## src/rtl/demux_one_to_two_buffered_if.sv

```systemverilog
// Handshake bundle for the buffered 1-to-2 demultiplexer: one producer side
// and two independent consumer channels, each with a delivered-word counter.
interface demux_one_to_two_buffered_if #(
  parameter int N_BITS   = 8,
  parameter int CNT_BITS = 8
);
  logic                In_Valid;
  logic                In_Ready;
  logic                Selector;
  logic [N_BITS-1:0]   Data_In;
  logic                Out0_Valid;
  logic                Out0_Ready;
  logic [N_BITS-1:0]   Data_0;
  logic                Out1_Valid;
  logic                Out1_Ready;
  logic [N_BITS-1:0]   Data_1;
  logic [CNT_BITS-1:0] Count_0;
  logic [CNT_BITS-1:0] Count_1;

  // The environment (producer plus both consumers) drives this side.
  modport master (
    output In_Valid, Selector, Data_In, Out0_Ready, Out1_Ready,
    input  In_Ready, Out0_Valid, Data_0, Out1_Valid, Data_1, Count_0, Count_1
  );

  modport slave (
    input  In_Valid, Selector, Data_In, Out0_Ready, Out1_Ready,
    output In_Ready, Out0_Valid, Data_0, Out1_Valid, Data_1, Count_0, Count_1
  );
endinterface

```

## src/rtl/demux_one_to_two_buffered.sv

```systemverilog
// Registered 1-to-2 demultiplexer: each output channel owns a 2-entry FIFO so a
// stalled consumer never blocks the other channel, plus a wrapping pop counter.
module demux_one_to_two_buffered #(
  parameter int N_BITS   = 8,
  parameter int CNT_BITS = 8
) (
  input  logic                           clk,
  input  logic                           reset,
  demux_one_to_two_buffered_if.slave     bus
);

  logic [1:0]          occ_q    [2];
  logic [1:0]          occ_d    [2];
  logic                rd_ptr_q [2];
  logic                rd_ptr_d [2];
  logic [N_BITS-1:0]   mem_q    [2][2];
  logic [N_BITS-1:0]   mem_d    [2][2];
  logic [CNT_BITS-1:0] cnt_q    [2];
  logic [CNT_BITS-1:0] cnt_d    [2];

  logic                push     [2];
  logic                pop      [2];
  logic                out_ready[2];
  logic                in_ready;

  // In_Ready looks only at registered occupancy, so there is no path from
  // either Out_Ready into In_Ready.
  always_comb begin
    out_ready[0] = bus.Out0_Ready;
    out_ready[1] = bus.Out1_Ready;
    in_ready     = bus.Selector ? (occ_q[1] != 2'd2) : (occ_q[0] != 2'd2);

    for (int c = 0; c < 2; c++) begin
      push[c]     = bus.In_Valid && in_ready && (bus.Selector == (c == 1));
      pop[c]      = (occ_q[c] != 2'd0) && out_ready[c];
      occ_d[c]    = occ_q[c];
      rd_ptr_d[c] = rd_ptr_q[c];
      cnt_d[c]    = cnt_q[c];
      mem_d[c][0] = mem_q[c][0];
      mem_d[c][1] = mem_q[c][1];

      // Tail slot is the head when empty and the other slot when one word is
      // held; a push is never allowed at occupancy 2.
      if (push[c]) begin
        mem_d[c][rd_ptr_q[c] ^ occ_q[c][0]] = bus.Data_In;
      end

      if (pop[c]) begin
        rd_ptr_d[c] = ~rd_ptr_q[c];
        cnt_d[c]    = cnt_q[c] + 1'b1;
      end

      case ({push[c], pop[c]})
        2'b10:   occ_d[c] = occ_q[c] + 2'd1;
        2'b01:   occ_d[c] = occ_q[c] - 2'd1;
        default: occ_d[c] = occ_q[c];
      endcase
    end
  end

  always_ff @(posedge clk or posedge reset) begin
    if (reset) begin
      for (int c = 0; c < 2; c++) begin
        occ_q[c]    <= 2'd0;
        rd_ptr_q[c] <= 1'b0;
        cnt_q[c]    <= '0;
        mem_q[c][0] <= '0;
        mem_q[c][1] <= '0;
      end
    end else begin
      for (int c = 0; c < 2; c++) begin
        occ_q[c]    <= occ_d[c];
        rd_ptr_q[c] <= rd_ptr_d[c];
        cnt_q[c]    <= cnt_d[c];
        mem_q[c][0] <= mem_d[c][0];
        mem_q[c][1] <= mem_d[c][1];
      end
    end
  end

  assign bus.In_Ready   = in_ready;
  assign bus.Out0_Valid = (occ_q[0] != 2'd0);
  assign bus.Out1_Valid = (occ_q[1] != 2'd0);
  assign bus.Data_0     = (occ_q[0] != 2'd0) ? mem_q[0][rd_ptr_q[0]] : '0;
  assign bus.Data_1     = (occ_q[1] != 2'd0) ? mem_q[1][rd_ptr_q[1]] : '0;
  assign bus.Count_0    = cnt_q[0];
  assign bus.Count_1    = cnt_q[1];

endmodule

```

## src/flat_wrapper.sv

```systemverilog
// flat-port wrapper written by rule: the top's interface ports become plain ports
module demux_one_to_two_buffered_flat 
#(
  parameter int N_BITS   = 8,
  parameter int CNT_BITS = 8
)
  (clk, reset, bus_In_Valid, bus_Selector, bus_Data_In, bus_Out0_Ready, bus_Out1_Ready, bus_In_Ready, bus_Out0_Valid, bus_Data_0, bus_Out1_Valid, bus_Data_1, bus_Count_0, bus_Count_1);
  demux_one_to_two_buffered_if #(.N_BITS(N_BITS), .CNT_BITS(CNT_BITS)) bus_i ();
  input  logic clk;
  input  logic reset;
  input wire logic [$bits(bus_i.In_Valid)-1:0] bus_In_Valid;
  input wire logic [$bits(bus_i.Selector)-1:0] bus_Selector;
  input wire logic [$bits(bus_i.Data_In)-1:0] bus_Data_In;
  input wire logic [$bits(bus_i.Out0_Ready)-1:0] bus_Out0_Ready;
  input wire logic [$bits(bus_i.Out1_Ready)-1:0] bus_Out1_Ready;
  output wire logic [$bits(bus_i.In_Ready)-1:0] bus_In_Ready;
  output wire logic [$bits(bus_i.Out0_Valid)-1:0] bus_Out0_Valid;
  output wire logic [$bits(bus_i.Data_0)-1:0] bus_Data_0;
  output wire logic [$bits(bus_i.Out1_Valid)-1:0] bus_Out1_Valid;
  output wire logic [$bits(bus_i.Data_1)-1:0] bus_Data_1;
  output wire logic [$bits(bus_i.Count_0)-1:0] bus_Count_0;
  output wire logic [$bits(bus_i.Count_1)-1:0] bus_Count_1;
  assign bus_i.In_Valid = bus_In_Valid;
  assign bus_i.Selector = bus_Selector;
  assign bus_i.Data_In = bus_Data_In;
  assign bus_i.Out0_Ready = bus_Out0_Ready;
  assign bus_i.Out1_Ready = bus_Out1_Ready;
  assign bus_In_Ready = bus_i.In_Ready;
  assign bus_Out0_Valid = bus_i.Out0_Valid;
  assign bus_Data_0 = bus_i.Data_0;
  assign bus_Out1_Valid = bus_i.Out1_Valid;
  assign bus_Data_1 = bus_i.Data_1;
  assign bus_Count_0 = bus_i.Count_0;
  assign bus_Count_1 = bus_i.Count_1;
  demux_one_to_two_buffered #(.N_BITS(N_BITS), .CNT_BITS(CNT_BITS)) u_core (.clk(clk), .reset(reset), .bus(bus_i));
endmodule
```

## config.mk

```make
export PLATFORM = sky130hd
export DESIGN_NAME = demux_one_to_two_buffered_flat
export DESIGN_NICKNAME = d
export VERILOG_FILES = /design/src/rtl/demux_one_to_two_buffered_if.sv /design/src/rtl/demux_one_to_two_buffered.sv /design/src/flat_wrapper.sv
export SDC_FILE = /design/constraint.sdc
export NUM_CORES = 1
export LEC_CHECK = 0
export ABC_AREA = 1
export CAP_MARGIN = 25
export CORE_UTILIZATION = 55
export CTS_BUF_LIST = sky130_fd_sc_hd__clkbuf_8
export CTS_CLUSTER_SIZE = 25
export DETAILED_ROUTE_END_ITERATION = 6
export GPL_ROUTABILITY_DRIVEN = 1
export PLACE_DENSITY = 0.83
export SYNTH_ARGS = -nofsm -noshare
export SYNTH_HDL_FRONTEND = slang
export SYNTH_SLANG_ARGS = --single-unit
export TNS_END_PERCENT = 1
```

## constraint.sdc

```tcl
create_clock -name clk -period 4.99 [get_ports clk]
set_clock_uncertainty 0.1 [all_clocks]
set_input_delay 0.998 -clock clk [delete_from_list [all_inputs] [get_ports clk]]
set_output_delay 0.998 -clock clk [all_outputs]
set_load 0.01 [all_outputs]
```

==> results <==
- The largest vdd supply drop is approximately 0.34 mV.
- The CTS clock-pin slew for the worst setup and hold paths is 90 ps.
- For this run, the register share of the synthesized area comes to 47.54%.
- The pin slew with the least headroom to its limit is 723.4 ps.
- The count of buffering cells on the critical path with inverters included is 4.
- The post-cts sizing count is 0.
- The mapped netlist covers ~2800 sq um.
- Row generation in the floorplan step produced 25 rows.
- The TritonCTS sink count is 54.
- The synthesized netlist devotes 20.55% of its cell area to simple gates.
- In this run the static leakage power is 1.678 nW.
- TritonCTS built the clock tree.
- The average size of a mapped cell is 8.216 sq um.
- The count of endpoints failing setup in the final report is 0.
- The y dimension of the die is between 70 and 80 microns.
- The share of final-layout standard cells stronger than drive strength 1 is slightly above 5%.
- The kind of end point of the critical path is an output pin.
- Yosys mapped the design onto 27 distinct sky130hd cell types.
- For this run, the post-layout net count is 410.
- During synthesis, Yosys emitted a total of 0 warnings.
- The number of nets produced by synthesis is 364.
- The master cell of the clock root buffer is sky130_fd_sc_hd__clkbuf_8.
- Counting every instance in the synthesized netlist gives 346.
- After filler insertion, the fill cell instance count of the layout stands at 398.
- Summing the areas of all xor and xnor instances in the mapped netlist gives 5.942% of the synthesized area.
- The number of hold violations in the final report is 0.
- The synthesized netlist devotes between 10 and 15% of its cell area to compound gates.
- The area share of fa/ha/maj cells after synthesis is 1.761%.
- The antenna diode instance count is 0.
- In this run the remaining antenna-violating nets after routing total 0.
- The clock period minus worst slack is 3409 ps.
- The final routed wire length divided by cell count is 12.25 microns.
- The flow ran to the end, and the final reports show no timing, DRC or antenna violations.
- Before antenna repair, the detailed router went through 4 iterations.
- The kind of critical path is in -> out.
- After detailed routing, the number of vias per cell comes to 4.956.
- After detailed routing, the total wire length is 5.622 mm.
- In this run the power density over the cells is 656.2 nW/um^2.
- The pin count of the biggest net entering global routing is 55.
- Broken down by cell family, the worst path's largest delay share belongs to buffers and inverters.
- The signal arrival time at the worst endpoint is 2310 ps.
- For this run, design rule violations remaining after detail routing come to 0.
- The total track usage is 22.87%.
- The slowest stage of the critical path belongs to the cell sky130_fd_sc_hd__clkdlybuf4s50_1.
- The proportion of synthesized flip-flops having asynchronous set or reset is 100.0%.
- The number of enable-type register cells in the synthesized netlist is 0.
- For this design, the CTS-stage hold fixing added 0 buffers.
- Timing would allow up to 0.2933 GHz.
- In this run the standard cell core region covers 4848 sq um.
- The maximum fanout along the worst path is 3.
- The signal on the critical path passes through clkdlybuf4s50_1 > inv_1 > nand2_1 > o21ai_0 > inv_1 > clkdlybuf4s50_1.
- The launching element type of the critical path is a primary input.
- The final max-slew violation count is 0.
- The initial antenna violation count is 0.
- The detailed router's first-iteration violation count is 142.
- The worst slew margin relative to its limit is 51.60%.
- The floorplan step defined a die boundary enclosing 5460 sq um.
- The via count of the routed design is 2275.
- In the finished design, the share of the clock period the worst path needs comes to 68.32%.
- The total of max-cap violations is 0.
- The first global-routing pass estimated 9.390 mm of wire.
- The overall power is ~2.2 mW.
- The count of buffers added on input and output ports is 48.
- The most frequently used flop master after synthesis is sky130_fd_sc_hd__dfrtp_1.
- The total clock buffers created by CTS is 5.
- The effective utilization at floorplan is 58.63%.
- The CTS H-tree depth is 2.
- By area, the combinational part of the netlist is dominated by simple AND/OR/NAND/NOR gates.
- In this design, the stage delay of the slowest critical-path cell is between 500 and 600 ps.
- The sum of overflow across all layers after global routing is 0.
- The weighted congestion reported at the end of routability-driven placement is 0.7931.
- 49 I/O pins were placed.
- Post-CTS timing repair inserted 0 buffers for setup.
- The via count of the first global-routing pass was 2092.
- Setup repair after global routing left no endpoint under its margin.
- In this run the worst hold path is classified as reg -> reg.
- The maximum buffer depth of the clock tree is 2.
- The clock insertion delay at the later pin of the skew report is 310 ps.
- After legalization and detailed placement, the total HPWL measured 3.950 mm.
- Relative to the synthesized area, the layout overhead comes to 20.42%.
- After routing, the total negative slack on setup checks comes to 0 ps.
- Counting flops and latches in the post-synthesis netlist gives 54.
- In the synthesized netlist, mux cells make up 0% of the area.
- For the worst setup path, the data required time is 3890 ps.
- The horizontal extent of the die is roughly 74 microns.
-- registers in the layout, indices dropped and copies added (netlist names) --
name,count
u_core.bus.Count_1,8
u_core.bus.Count_0,8
u_core.mem_q,32
u_core.rd_ptr_q,2
u_core.occ_q,4
-- metal layers --
metal	share of wire (%)	vias to the layer above	routed length [microns]	global-route usage, %
met5	0	-	0	0
met4	1.1	0	61	7.265
met3	3.2	7	180	4.115
met2	47	44	2668	37.92
met1	48	1060	2711	30.51
li1	-	1164	-	-
-- placed cells by master, fill, tap and decap left out, drive strengths merged --
cell type / instances
clkbuf: 5
nand2: 109
nor2: 16
xnor2: 8
clkinvlp: 2
nand3: 8
clkdlybuf4s50: 48
o21bai: 16
o211ai: 1
a21oi: 18
nand4: 5
xor2: 7
inv: 55
nand3b: 1
a211oi: 1
dfrtp: 54
ha: 4
buf: 1
o21ai: 33
-- metrics by stage --
stage	util (%)	worst slack, ps	cells	hold slack, ps	cell area (sq um)
2_1_floorplan	-	2577	346	343.5	2843
3_3_place_gp	68.88	1605	452	359.8	3339
3_5_place_dp	68.88	1574	452	363.9	3339
4_1_cts	70.61	1568	459	383.8	3423
5_1_grt	70.61	1501	459	397.8	3423
6_report	70.61	1581	459	381.6	3423
-- worst register-to-register path, cell delays in order, from the launching register on --
cell,delay [ps]
sky130_fd_sc_hd__dfrtp_1,600
sky130_fd_sc_hd__nor2_1,130
sky130_fd_sc_hd__nor2_1,580
sky130_fd_sc_hd__ha_1,380
sky130_fd_sc_hd__a21oi_1,120
sky130_fd_sc_hd__o21ai_0,120
sky130_fd_sc_hd__xor2_1,170
-- layout make-up --
type | instances | area, sq um | share of cell area, %
Multi-Input combinational cell | 227 | 1207 | 35.27
Timing Repair Buffer | 49 | 488.0 | 14.25
Tap cell | 67 | 83.83 | 2.449
Clock buffer | 5 | 68.82 | 2.010
Clock inverter | 2 | 15.01 | 0.4386
Sequential cell | 54 | 1351 | 39.47
Inverter | 55 | 209.0 | 6.104
-- synthesized netlist by cell type (2+ instances only) --
master,count,area (sq um)
sky130_fd_sc_hd__nor2_2,3,18.77
sky130_fd_sc_hd__xnor2_4,2,55.05
sky130_fd_sc_hd__buf_4,3,22.52
sky130_fd_sc_hd__xnor2_1,6,52.55
sky130_fd_sc_hd__xor2_1,7,61.31
sky130_fd_sc_hd__dfrtp_1,54,1351
sky130_fd_sc_hd__buf_2,3,15.01
sky130_fd_sc_hd__a21oi_1,18,90.09
sky130_fd_sc_hd__o21bai_1,16,120.1
sky130_fd_sc_hd__nor2_1,11,41.29
sky130_fd_sc_hd__ha_1,4,50.05
sky130_fd_sc_hd__o21ai_1,6,30.03
sky130_fd_sc_hd__nand3_1,7,35.03
sky130_fd_sc_hd__buf_6,3,33.78
sky130_fd_sc_hd__nand4_1,5,31.28
sky130_fd_sc_hd__o21ai_0,27,135.1
sky130_fd_sc_hd__nand2_1,109,409.1
sky130_fd_sc_hd__inv_1,53,198.9
-- power by group --
part	internal, mW	switching, mW	total [mW]
combinational	0.570	0.611	1.18
clock	0.0961	0.143	0.239
sequential	0.637	0.189	0.827
-- worst paths after layout --
check / cells after the start / end / slack (ps) / start
min: 2 / u_core.mem_q[8] / 380 / u_core.mem_q[8]
max: 6 / bus_In_Ready / 1580 / bus_Selector
min reg2reg: 2 / u_core.mem_q[8] / 380 / u_core.mem_q[8]
max in group asynchronous: 3 / u_core.mem_q[0] / 3240 / reset
min in group asynchronous: 3 / u_core.bus.Count_1[6] / 1070 / reset
max reg2reg: 6 / u_core.occ_q[3] / 2680 / u_core.occ_q[2]
-- logic make-up (layout without fill, tap and decap cells) --
group / count (synthesis) / count (layout)
XOR/XNOR: 15 / 15
AO/OA/AOI/OAI: 69 / 69
buffers and inverters: 65 / 111
flip-flops: 54 / 54
adder cells (fa/ha/maj): 4 / 4
AND/OR/NAND/NOR: 139 / 139
Power figures use the tool's default switching activity.
==> variant 1 (config.mk and constraints unchanged) <==
`CNT_BITS` is set to 8 in 3 places; all go to 10.
--- a/src/rtl/demux_one_to_two_buffered_if.sv
+++ b/src/rtl/demux_one_to_two_buffered_if.sv
@@ -4,3 +4,3 @@
   parameter int N_BITS   = 8,
-  parameter int CNT_BITS = 8
+  parameter int CNT_BITS = 10
 );
--- a/src/rtl/demux_one_to_two_buffered.sv
+++ b/src/rtl/demux_one_to_two_buffered.sv
@@ -4,3 +4,3 @@
   parameter int N_BITS   = 8,
-  parameter int CNT_BITS = 8
+  parameter int CNT_BITS = 10
 ) (
--- a/src/flat_wrapper.sv
+++ b/src/flat_wrapper.sv
@@ -4,3 +4,3 @@
   parameter int N_BITS   = 8,
-  parameter int CNT_BITS = 8
+  parameter int CNT_BITS = 10
 )
Ports: changed (resized bus_Count_0 and bus_Count_1); port bits go from 49 to 53. The function was not compared with the original's and may differ.
==> variant 1 against the unedited design <==
  * Wire length grew 13%
  * First-iteration DRC count grew 32%
  * Worst setup slack lost 0.051 ns
  * Synthesized area grew 1.2%
  * Design area grew 6.0%
  * Combinational power shrank 8%
  * Clock power grew 76%
  * Register-to-register slack gained 0.16 ns
  * Sequential cell count grew 4
  * Maximum frequency shrank 1.5%
  * Power grew 3.8%
  * Critical path type unchanged
  * Critical endpoint unchanged
  * Largest cell class unchanged
==> variant 1: results (changes against the unedited design) <==
----------------------------------------------------
[Layout]
  Most flop-heavy register ... u_core.mem_q
  Max FFs per register ... 32 (unchanged)
  Antenna diode instance count ... 0 (unchanged)
  Proportion of layout cells with a drive suffix above 1 ... 7.178% (+2.1 points)
  Fillcell total ... 370 (-7.0%)
  Final Net Count ... 418 (+2.0%)
  Final std cells w/o fill ... 471 (+2.6%)

[Logic synthesis]
  Synth area leaders ... sky130_fd_sc_hd__dfrtp_1, sky130_fd_sc_hd__nand2_1, sky130_fd_sc_hd__o21ai_0
  Sequential fraction of the synthesis area ... 50.46% (+2.9 points)
  Count of different cell masters after synthesis ... 25 (-7.4%)
  Post-Syn Area per Cell ... 8.386 µm² (+2.1%)
  Async set-reset flop share out of synthesis ... 100.0% (unchanged)
  Total nets after synthesis ... 361 (-0.82%)
  Yosys warns ... 0 (unchanged)
  Cell types with the highest counts after synthesis ... sky130_fd_sc_hd__nand2_1, sky130_fd_sc_hd__dfrtp_1, sky130_fd_sc_hd__o21ai_0

[GRT]
  Maximum number of pins on one net before global-route repair ... 38 (-31%)
  Wire length of the first global-routing pass ... 10.50 mm (+12%)
  GR Util All Layers ... 26.04% (+3.2 points)
  Number of antenna violations at the first check in global routing ... 0 (unchanged)
  Vias in the first global route ... 2339 (+12%)

[Routing]
  Router iterations before antenna repair ... 4 (unchanged)
  Total met2 wirelength after detailed routing ... 3.101 mm (+16%)
  Met3 Wirelength ... 356 µm (+98%)
  M1 wire length ... 2.798 mm (+3.2%)
  Via count normalized by instance count ... 5.174 (+4.4%)
  1st-iter DRT viols ... 188 (+32%)
  Routed Wire Length ... 6.328 mm (+13%)
  Highest metal layer with signal wires ... met4

[Clock network]
  Cts repair resizes ... 0 (unchanged)
  CTS H-tree lvls ... 3 (+1)
  Clock Latency Late Sink ... 0.34 ns (+0.03 ns)
  Setup Fix Bufs, Post-CTS ... 0 (unchanged)
  Master cell of the clock root buffer ... sky130_fd_sc_hd__clkbuf_8
  Number of CTS-inserted buffers ... 9 (+4)
  CTS clock-pin slew for the worst setup and hold paths ... 0.06 ns (-0.03 ns)
  Number of buffers on the longest clock path ... 2 (unchanged)

[Critical path]
  Crit-path max FO ... 2 (-1)
  Worst EP arrival ... 2.36 ns (+0.05 ns)
  Reg2Reg Depth ... 7 (+1)

[Timing]
  Relative slew slack ... 48.38% (-3.2 points)

[Placement]
  Placed instance count ... 456 (+0.88%)
  Sum of net half-perimeters after detailed placement ... 4.308 mm (+9.1%)
  Weighted congestion at the end of routability-driven global placement ... 0.8018 (+1.1%)
  Port bufs ... 52 (+8.3%)

[Outcome]
  Outcome ... complete, no violations

[Pwr]
  Highest ir drop seen on vdd ... 0.4777 mV (+42%)
  Leakage dissipation ... 1.751 nW (+4.3%)

[Worst hold path]
  Hold Path Stages ... 2 (unchanged)
  Hold crit path type ... reg -> reg

----------------------------------------------------
variant 1: power by group:
part / leakage (nW) / total [mW] / switching [mW] / internal (mW)
registers: 0.719 / 0.837 / 0.173 / 0.664
logic: 0.927 / 1.08 / 0.568 / 0.508
clock network: 0.105 / 0.420 / 0.184 / 0.236
total: 1.75 / 2.33 / 0.924 / 1.41
variant 1: through the flow:
stage / hold slack, ns / cell area, µm² / worst slack [ns]
floorplan: 0.3592 / 2877 / 2.464
global placement: 0.3756 / 3443 / 1.559
detailed placement: 0.3842 / 3443 / 1.534
CTS: 0.4007 / 3628 / 1.527
global route: 0.4215 / 3628 / 1.426
finish: 0.4003 / 3628 / 1.530
variant 1: metal layers:
metal,up-vias,track usage [%]
met5,-,0
met4,0,13.42
met3,10,6.233
met2,69,40.20
met1,1156,34.53
li1,1202,-
variant 1: final timing paths:
kind / endpoint / slack (ns) / from
max: bus_In_Ready / 1.53 / bus_Selector
min: u_core.mem_q[8]$_DFFE_PP0P_ / 0.40 / u_core.mem_q[8]$_DFFE_PP0P_
max reg2reg: u_core.occ_q[1]$_DFFE_PP0P_ / 2.84 / u_core.occ_q[0]$_DFFE_PP0P_
min reg2reg: u_core.mem_q[8]$_DFFE_PP0P_ / 0.40 / u_core.mem_q[8]$_DFFE_PP0P_
max in group asynchronous: u_core.mem_q[9]$_DFFE_PP0P_ / 2.97 / reset
min in group asynchronous: u_core.bus.Count_1[6]$_DFFE_PP0P_ / 1.04 / reset
variant 1: final cells by class:
type,count,area share (%)
inverter,40,4.138
clock inverter,5,1.310
sequential,58,40.00
multi-input combinational,238,33.90
clock buffer,10,3.793
tap,67,2.310
timing repair buffer,53,14.55
variant 1: worst max-delay path: stages:
cell and delay (ns):
sky130_fd_sc_hd__clkdlybuf4s50_1 0.47, sky130_fd_sc_hd__a21boi_1 0.22, sky130_fd_sc_hd__or2_2 0.14, sky130_fd_sc_hd__clkdlybuf4s50_1 0.52
variant 1: logic make-up after synthesis:
kind of cell | count (synthesis) | share of synthesized area (%)
XOR/XNOR | 18 | 6.785
AND/OR/NAND/NOR | 150 | 22.58
buffers and inverters | 47 | 6.785
flip-flops | 58 | 50.46
adder cells (fa/ha/maj) | 4 | 1.740
AO/OA/AOI/OAI | 66 | 11.66
==> variant 2 (config.mk and constraints unchanged) <==
Made on the original files. Put a register stage on the output `bus.Count_0`, without a reset. The value now appears one clock later.
--- a/src/rtl/demux_one_to_two_buffered.sv
+++ b/src/rtl/demux_one_to_two_buffered.sv
@@ -85,3 +85,5 @@
   assign bus.Data_1     = (occ_q[1] != 2'd0) ? mem_q[1][rd_ptr_q[1]] : '0;
-  assign bus.Count_0    = cnt_q[0];
+  always_ff @(posedge clk) begin
+    bus.Count_0 <= cnt_q[0];
+  end
   assign bus.Count_1    = cnt_q[1];
Behaviour: not the same (Yosys sat finds a counterexample within 4 cycles, from zero or initial values and one cycle with reset high).
==> variant 2 against the unedited design <==
  * Register-to-register slack worse by 0.04 ns
  * Critical endpoint unchanged
  * Power is 14% higher
  * Via count is 4.7% higher
  * Wire length is 11% higher
  * Global-route usage is 0.82 points higher
  * Worst setup slack worse by 0.038 ns
  * Core utilization is 0.30 points higher
  * Critical path type unchanged
  * Cell count is 3.1% higher
  * Combinational power is 3% higher
  * Synthesized area is 7.7% higher
  * Sequential cell count is 8 higher
  * Design area is 8.5% higher
  * Non-clock buffer count stayed put
==> variant 2: results (changes against the unedited design) <==
----------------------------------------------------
[Outcome]
  Outcome ... complete, no violations

[Placement]
  Sum of net half-perimeters after detailed placement ... 4.277 mm (+8.3%)
  Weighted congestion at the end of routability-driven global placement ... 0.8204 (+3.4%)
  Post-placement cell area ... 3516 µm² (+5.3%)
  Placed instance count ... 457 (+1.1%)
  Worst setup slack before clock tree synthesis ... 1.541 ns (-0.03247 ns)

[Pwr]
  Leakage dissipation ... 1.798 nW (+7.1%)
  Highest ir drop seen on vdd ... 0.4061 mV (+21%)

[Clock network]
  CTS clock-pin slew for the worst setup and hold paths ... 0.07 ns (-0.02 ns)
  CTS H-tree lvls ... 3 (+1)
  Setup Fix Bufs, Post-CTS ... 0 (unchanged)
  Clock Latency Late Sink ... 0.34 ns (+0.03 ns)
  Number of CTS-inserted buffers ... 9 (+4)

[Logic synthesis]
  Instance count of the mapped netlist ... 354 (+2.3%)
  Total nets after synthesis ... 372 (+2.2%)
  Synth Area in Compound Gates ... 12.76% (-1.5 points)
  Sequential fraction of the synthesis area ... 49.39% (+1.9 points)
  Async set-reset flop share out of synthesis ... 87.10% (-13 points)
  Adder-cell share of the synthesized area ... 1.635% (-0.13 points)
  Synth area leaders ... sky130_fd_sc_hd__dfrtp_1, sky130_fd_sc_hd__nand2_1, sky130_fd_sc_hd__inv_1
  Yosys warns ... 0 (unchanged)
  Cell types with the highest counts after synthesis ... sky130_fd_sc_hd__nand2_1, sky130_fd_sc_hd__dfrtp_1, sky130_fd_sc_hd__inv_1
  Post-synthesis xor/xnor area fraction ... 5.805% (-0.14 points)
  Count of different cell masters after synthesis ... 29 (+7.4%)

[Routing]
  Via count normalized by instance count ... 5.036 (+1.6%)
  Total number of vias ... 2382 (+4.7%)
  1st-iter DRT viols ... 280 (+97%)
  Post-detailed-route wirelength per cell ... 13.17 µm (+7.5%)

[GRT]
  GR Util All Layers ... 23.70% (+0.82 points)
  Vias in the first global route ... 2316 (+11%)
  Number of antenna violations at the first check in global routing ... 0 (unchanged)
  Wire length of the first global-routing pass ... 10.69 mm (+14%)

[Layout]
  Proportion of layout cells with a drive suffix above 1 ... 7.940% (+2.8 points)
  Fillcell total ... 405 (+1.8%)
  Final Net Count ... 416 (+1.5%)

[Worst hold path]
  Hold crit path type ... reg -> reg

[Critical path]
  Worst EP arrival ... 2.35 ns (+0.04 ns)

----------------------------------------------------
==> variant 2: changes by cell type in the layout (fill, tap and decap cells not counted), sizes merged, moves of 2 or more <==
cell	delta
dfxtp	+8
clkinv	+5
clkbuf	+4
inv	-4
nor2	-2
o21ai	-2
==> variant 2: final timing paths <==
kind	from	to	slack (ns)	cells after the start
setup reg to reg	u_core.occ_q[2]$_DFFE_PP0P_	u_core.occ_q[3]$_DFFE_PP0P_	2.64	6
hold / removal	u_core.cnt_q[15]$_DFFE_PP0P_	u_core.bus.Count_0[7]$_DFF_P_	0.32	0
min in group asynchronous	reset	u_core.bus.Count_1[0]$_DFFE_PP0P_	1.06	3
hold reg to reg	u_core.cnt_q[15]$_DFFE_PP0P_	u_core.bus.Count_0[7]$_DFF_P_	0.32	0
max in group asynchronous	reset	u_core.mem_q[11]$_DFFE_PP0P_	3.26	3
setup / recovery	bus_Selector	bus_In_Ready	1.54	6
==> variant 2: layout make-up <==
class	instances	area [µm²]	area share, %
clock buffer	9	123.9	3.336
clock inverter	7	73.82	1.988
inverter	51	196.4	5.290
multi-input combinational	225	1232	33.19
sequential	62	1511	40.70
tap	70	87.58	2.358
timing repair buffer	49	488.0	13.14
==> variant 2: where the power goes <==
group          leakage, nW  internal [mW]  total [mW]  switching (mW)
clock network       0.0996          0.232       0.437           0.205
registers            0.736          0.727       0.918           0.190
logic                0.963          0.567        1.22           0.649
total                 1.80           1.53        2.57            1.04
==> variant 2: metal layers <==
layer / up-vias / GRT usage [%] / wire length, µm
li1: 1193 / - / -
met1: 1139 / 29.88 / 2710
met2: 40 / 38.65 / 3205
met3: 10 / 5.988 / 200
met4: 0 / 10.19 / 112
met5: - / 0 / 0
